## config.mk

```make
export PLATFORM = sky130hd
export DESIGN_NAME = dff_unlink_4_8bits_flat
export DESIGN_NICKNAME = d
export VERILOG_FILES = /design/src/rtl/dff_unlink_4_8bits_if.sv /design/src/rtl/dff_unlink_4_8bits.sv /design/src/flat_wrapper.sv
export SDC_FILE = /design/constraint.sdc
export NUM_CORES = 1
export LEC_CHECK = 0
export CAP_MARGIN = 10
export CORE_UTILIZATION = 49
export DETAILED_ROUTE_END_ITERATION = 8
export MAX_ROUTING_LAYER = met4
export PLACE_DENSITY = 0.83
export SLEW_MARGIN = 10
export SYNTH_ARGS = -nofsm -noshare
export SYNTH_HDL_FRONTEND = slang
export SYNTH_SLANG_ARGS = --single-unit
```

## constraint.sdc

```tcl
create_clock -name clk_i -period 2.8 [get_ports clk_i]
set_input_delay 0.56 -clock clk_i [delete_from_list [all_inputs] [get_ports clk_i]]
set_output_delay 0.56 -clock clk_i [all_outputs]
set_load 0.02 [all_outputs]
```

## src/rtl/dff_unlink_4_8bits_if.sv

```systemverilog
// dff_unlink_4_8bits_if
//   Bundles the load (word-wide) and drain (byte-wide) handshakes of the
//   DFF unlink block.
//   word_in/load_valid/load_ready : parallel-load handshake (producer -> block)
//   output_data/out_valid/out_ready : byte stream handshake (block -> consumer)
//   remaining : bytes still held by the block, including the head byte
//   modport slave  : the unlink block itself
//   modport master : the environment driving loads and consuming bytes
interface dff_unlink_4_8bits_if #(
  parameter int WIDTH = 8,
  parameter int DEPTH = 4
);
  localparam int RW = $clog2(DEPTH + 1);

  logic [WIDTH*DEPTH-1:0] word_in;
  logic                   load_valid;
  logic                   load_ready;
  logic [WIDTH-1:0]       output_data;
  logic                   out_valid;
  logic                   out_ready;
  logic [RW-1:0]          remaining;

  modport slave (
    input  word_in, load_valid, out_ready,
    output load_ready, output_data, out_valid, remaining
  );

  modport master (
    output word_in, load_valid, out_ready,
    input  load_ready, output_data, out_valid, remaining
  );
endinterface

```

## src/rtl/dff_unlink_4_8bits.sv

```systemverilog
// dff_unlink_4_8bits
//   Receive end of the DFF link path. A single load handshake captures DEPTH
//   bytes into a stage chain; the chain then shifts out one byte per accepted
//   output handshake. output_data is stage[0] straight from a register.
//   Ports:
//     clk_i : clock, all state on posedge
//     rst_i : synchronous active-high reset
//     bus   : dff_unlink_4_8bits_if.slave (load and byte-stream handshakes)
//   Parameters: WIDTH (bits per byte), DEPTH (stages, >= 2),
//     MSB_FIRST (0: lowest slice of word_in emitted first, 1: top slice first)
//   Optional feature macro: DFF_UNLINK_BACKTOBACK_EN
//     When defined, a new word may be loaded in the same cycle the last byte
//     of the current word is accepted, giving a bubble-free byte stream.
//     This adds a combinational path out_ready -> load_ready.
module dff_unlink_4_8bits #(
  parameter int WIDTH     = 8,
  parameter int DEPTH     = 4,
  parameter bit MSB_FIRST = 1'b0
) (
  input  logic                  clk_i,
  input  logic                  rst_i,
  dff_unlink_4_8bits_if.slave   bus
);
  localparam int RW = $clog2(DEPTH + 1);

  typedef enum logic {IDLE = 1'b0, DRAIN = 1'b1} state_e;

  state_e                        state_q, state_d;
  logic [DEPTH-1:0][WIDTH-1:0]   stage_q, stage_d;
  logic [DEPTH-1:0][WIDTH-1:0]   load_stages;
  logic [RW-1:0]                 rem_q, rem_d;
  logic                          load_fire, out_fire, last;

  // Slice the incoming word into stage order; stage[0] is emitted first.
  for (genvar i = 0; i < DEPTH; i++) begin : g_slice
    if (MSB_FIRST) begin : g_msb
      assign load_stages[i] = bus.word_in[(DEPTH-1-i)*WIDTH +: WIDTH];
    end else begin : g_lsb
      assign load_stages[i] = bus.word_in[i*WIDTH +: WIDTH];
    end
  end

  assign last            = (rem_q == RW'(1));
  assign bus.out_valid   = (state_q == DRAIN);
  assign bus.output_data = stage_q[0];
  assign bus.remaining   = rem_q;

`ifdef DFF_UNLINK_BACKTOBACK_EN
  assign bus.load_ready  = (state_q == IDLE) ||
                           ((state_q == DRAIN) && last && bus.out_ready);
`else
  assign bus.load_ready  = (state_q == IDLE);
`endif

  assign load_fire = bus.load_valid && bus.load_ready;
  assign out_fire  = bus.out_valid && bus.out_ready;

  always_comb begin
    state_d = state_q;
    stage_d = stage_q;
    rem_d   = rem_q;
    unique case (state_q)
      IDLE: begin
        if (load_fire) begin
          stage_d = load_stages;
          rem_d   = RW'(DEPTH);
          state_d = DRAIN;
        end
      end
      DRAIN: begin
        if (out_fire) begin
          for (int i = 0; i < DEPTH-1; i++) stage_d[i] = stage_q[i+1];
          stage_d[DEPTH-1] = '0;
          if (rem_q != '0) rem_d = rem_q - RW'(1);
          if (last) begin
            // Word finished: park with a cleared head so output_data reads 0.
            state_d = IDLE;
            stage_d = '0;
            rem_d   = '0;
          end
          // load_fire in DRAIN is only possible on the final handshake.
          if (load_fire) begin
            stage_d = load_stages;
            rem_d   = RW'(DEPTH);
            state_d = DRAIN;
          end
        end
      end
      default: state_d = IDLE;
    endcase
  end

  always_ff @(posedge clk_i) begin
    if (rst_i) begin
      state_q <= IDLE;
      stage_q <= '0;
      rem_q   <= '0;
    end else begin
      state_q <= state_d;
      stage_q <= stage_d;
      rem_q   <= rem_d;
    end
  end
endmodule

```

## src/flat_wrapper.sv

```systemverilog
// flat-port wrapper written by rule: the top's interface ports become plain ports
module dff_unlink_4_8bits_flat 
#(
  parameter int WIDTH     = 8,
  parameter int DEPTH     = 4,
  parameter bit MSB_FIRST = 1'b0
)
  (clk_i, rst_i, bus_word_in, bus_load_valid, bus_out_ready, bus_load_ready, bus_output_data, bus_out_valid, bus_remaining);
  dff_unlink_4_8bits_if #(.WIDTH(WIDTH), .DEPTH(DEPTH)) bus_i ();
  input  logic clk_i;
  input  logic rst_i;
  input wire logic [$bits(bus_i.word_in)-1:0] bus_word_in;
  input wire logic [$bits(bus_i.load_valid)-1:0] bus_load_valid;
  input wire logic [$bits(bus_i.out_ready)-1:0] bus_out_ready;
  output wire logic [$bits(bus_i.load_ready)-1:0] bus_load_ready;
  output wire logic [$bits(bus_i.output_data)-1:0] bus_output_data;
  output wire logic [$bits(bus_i.out_valid)-1:0] bus_out_valid;
  output wire logic [$bits(bus_i.remaining)-1:0] bus_remaining;
  assign bus_i.word_in = bus_word_in;
  assign bus_i.load_valid = bus_load_valid;
  assign bus_i.out_ready = bus_out_ready;
  assign bus_load_ready = bus_i.load_ready;
  assign bus_output_data = bus_i.output_data;
  assign bus_out_valid = bus_i.out_valid;
  assign bus_remaining = bus_i.remaining;
  dff_unlink_4_8bits #(.WIDTH(WIDTH), .DEPTH(DEPTH), .MSB_FIRST(MSB_FIRST)) u_core (.clk_i(clk_i), .rst_i(rst_i), .bus(bus_i));
endmodule
```

==> results.cfg <==
[outcome]
outcome = finished, final reports clean

[yosys]
async_flop_share_pct = 0
syn_nets = 214
ys_types = 24
synth_flop_cell = dfxtp_1
ys_ff_latch = 36
yosysSeqAreaShare_pct = 45.1
synth-edff-count = 0
syn_avg_cell_area_um2 = 9.13
ys_warn_count = 0
syn_inst = 175
syn_area_um2 = 1600

[setup_path]
critPathLaunch = u_core.bus.out_valid
worstPathRequired_ns = 2.24
crit_path_start_kind = register
crit_end = bus_load_ready
r2r_slack_ns = 1.00
reg2reg_from = u_core.bus.out_valid
crit_fanout = 10
critical_path.max_stage_delay_ns = 0.58
arrival_ns = 1.68
crit_slowest_cell = dfxtp_1
end_kind = primary output
reg2reg_to = u_core.stage_q[10]
path_cells = inv_1 -> clkdlybuf4s50_1
critPathKind = register to primary output
rr_worst_depth = 3

[place]
dp_hpwl_um = 2510
port-buffer-count = 48
post-place-cells = 248
place.gp.congestion = 0.782

[die]
dieWidth_um = 59.1
rows = 20
pin_count = 49
die_area_um2 = 3490
start_util_pct = 51.9
die_h_um = 59.1
core-area_um2 = 3080

[drt]
drt-total-wl_um = 3550
drtIter0Drc = 93
vias = 1416
post_drt_wl_per_cell_um = 13.9
vias_per_cell = 5.53
drtAntennaViolNets = 0
first_pass_iters = 4
route.detailed.drc = 0

[global_route]
grt_start_max_net_pins = 37
grt_pass1_wl_um = 5940
track_usage_pct = 23.7
grt_pass1_vias = 1371
antenna_found_initial = 0
gr-total-overflow = 0

[clock_tree]
numClockSinks = 36
clkTransAtPathRegs_ns = 0.10
cts_made_buffers = 5
post_cts_buffers = 0
cts_resized = 0
cts_root_buf = clkbuf_4
hold_buffers = 0
clock_latency_ns = 0.34
cts_tree = done
cts_max_path_buffers = 2
cts.htree.levels = 2

[final_layout]
antenna_cells = 0
fill_cells = 247
area_growth_pct = 30.4
final_common_cell = clkdlybuf4s50_1
nets = 250
final_cell_mix = clkdlybuf4s50_1 (48), nor2_1 (36), dfxtp_1 (36)
fin_util_pct = 67.7
drive_gt1_share_pct = 7.55
instances_no_fill = 256

[power]
ir_drop_uv = 395
p_per_area_nw_per_um2 = 577
p_leak_uw = 0.000778

[sta]
setup_viol = 0
timing.fmax_mhz = 446
setup_tns_ns = 0
period_share_pct = 80.1
maxSlewViolCount = 0
hold_viol = 0
rsz0062_at_grt = no
worst_pin_slew_ns = 0.718
slew_headroom_pct = 52.0
fin_crit_ns = 2.24
fin_skew_ns = 0.00571

[job]
cap_violations = 0

[hold_path]
hp-class = register to register
worstHoldStart = u_core.bus.output_data[3]
[cell usage after synthesis, types with 2 or more instances]
library cell / count / area [um2]
dfxtp_1: 36 / 721
nor2_1: 36 / 135
a221oi_1: 24 / 210
nor3_1: 24 / 120
buf_4: 16 / 120
a22oi_1: 8 / 60.1
inv_1: 5 / 18.8
clkbuf_1: 3 / 11.3
ha_1: 3 / 37.5
buf_2: 2 / 10.0
mux2i_1: 2 / 20.0
nand2_1: 2 / 7.51
nor2b_1: 2 / 12.5
o21ai_0: 2 / 10.0
[worst min-delay path by stage]
stage,to,slack [ns],cells after the start
after global placement,u_core.stage_q[23],0.48,2
after floorplan,u_core.stage_q[24],0.47,2
after global routing,u_core.bus.output_data[1],0.52,2
after CTS,u_core.stage_q[10],0.50,2
final,u_core.bus.output_data[3],0.50,2
after detailed placement,u_core.bus.output_data[1],0.48,2
[area by class of cell]
class,instances,area (um2),area share [%]
Clock inverter,2,35.0,1.68
Tap cell,44,55.1,2.64
Inverter,5,18.8,0.901
Timing Repair Buffer,52,510,24.5
Clock buffer,6,41.3,1.98
Multi-Input combinational cell,111,702,33.7
Sequential cell,36,721,34.6
[report_power, final]
group	leakage (uW)	switching, uW	internal [uW]
registers	0.000298	27.7	556
clock network	0.0000422	167	187
logic	0.000439	129	134
total	0.000778	324	877
[per-layer routing]
layer,vias up,part of all wire (%),GRT usage [%]
met3,5,7.4,7.42
li1,705,-,-
met4,0,1.0,9.18
met5,-,0,-
met2,52,50,38.3
met1,654,42,27.4
[state kept, by name, indices dropped and copies added (netlist names)]
register,flops
u_core.bus.output_data,8
u_core.bus.remaining,3
u_core.stage_q,24
u_core.bus.out_valid,1
[cells by family (layout without fill, tap and decap cells)]
logic type,count (synthesis),count (layout),synth area share (%)
flops,36,36,45.1
simple gates,67,67,19.0
fa+ha+maj,3,3,2.35
compound gates,38,38,20.0
buf+inv,28,65,11.0
mux,3,3,2.66
[through the flow]
stage	hold slack, ns	total power [uW]	setup slack [ns]	cell area, um2
2_1_floorplan	0.466	769	1.15	1600
3_3_place_gp	0.478	846	0.553	2010
3_5_place_dp	0.481	858	0.489	2010
4_1_cts	0.503	1210	0.532	2080
5_1_grt	0.518	1270	0.446	2080
6_report	0.499	1200	0.556	2080
[worst max-delay path, delay by kind of cell (launching register included)]
kind / cells / cell delay (ns)
buf+inv: 2 / 0.76
flops: 1 / 0.58
Power figures use the tool's default switching activity.
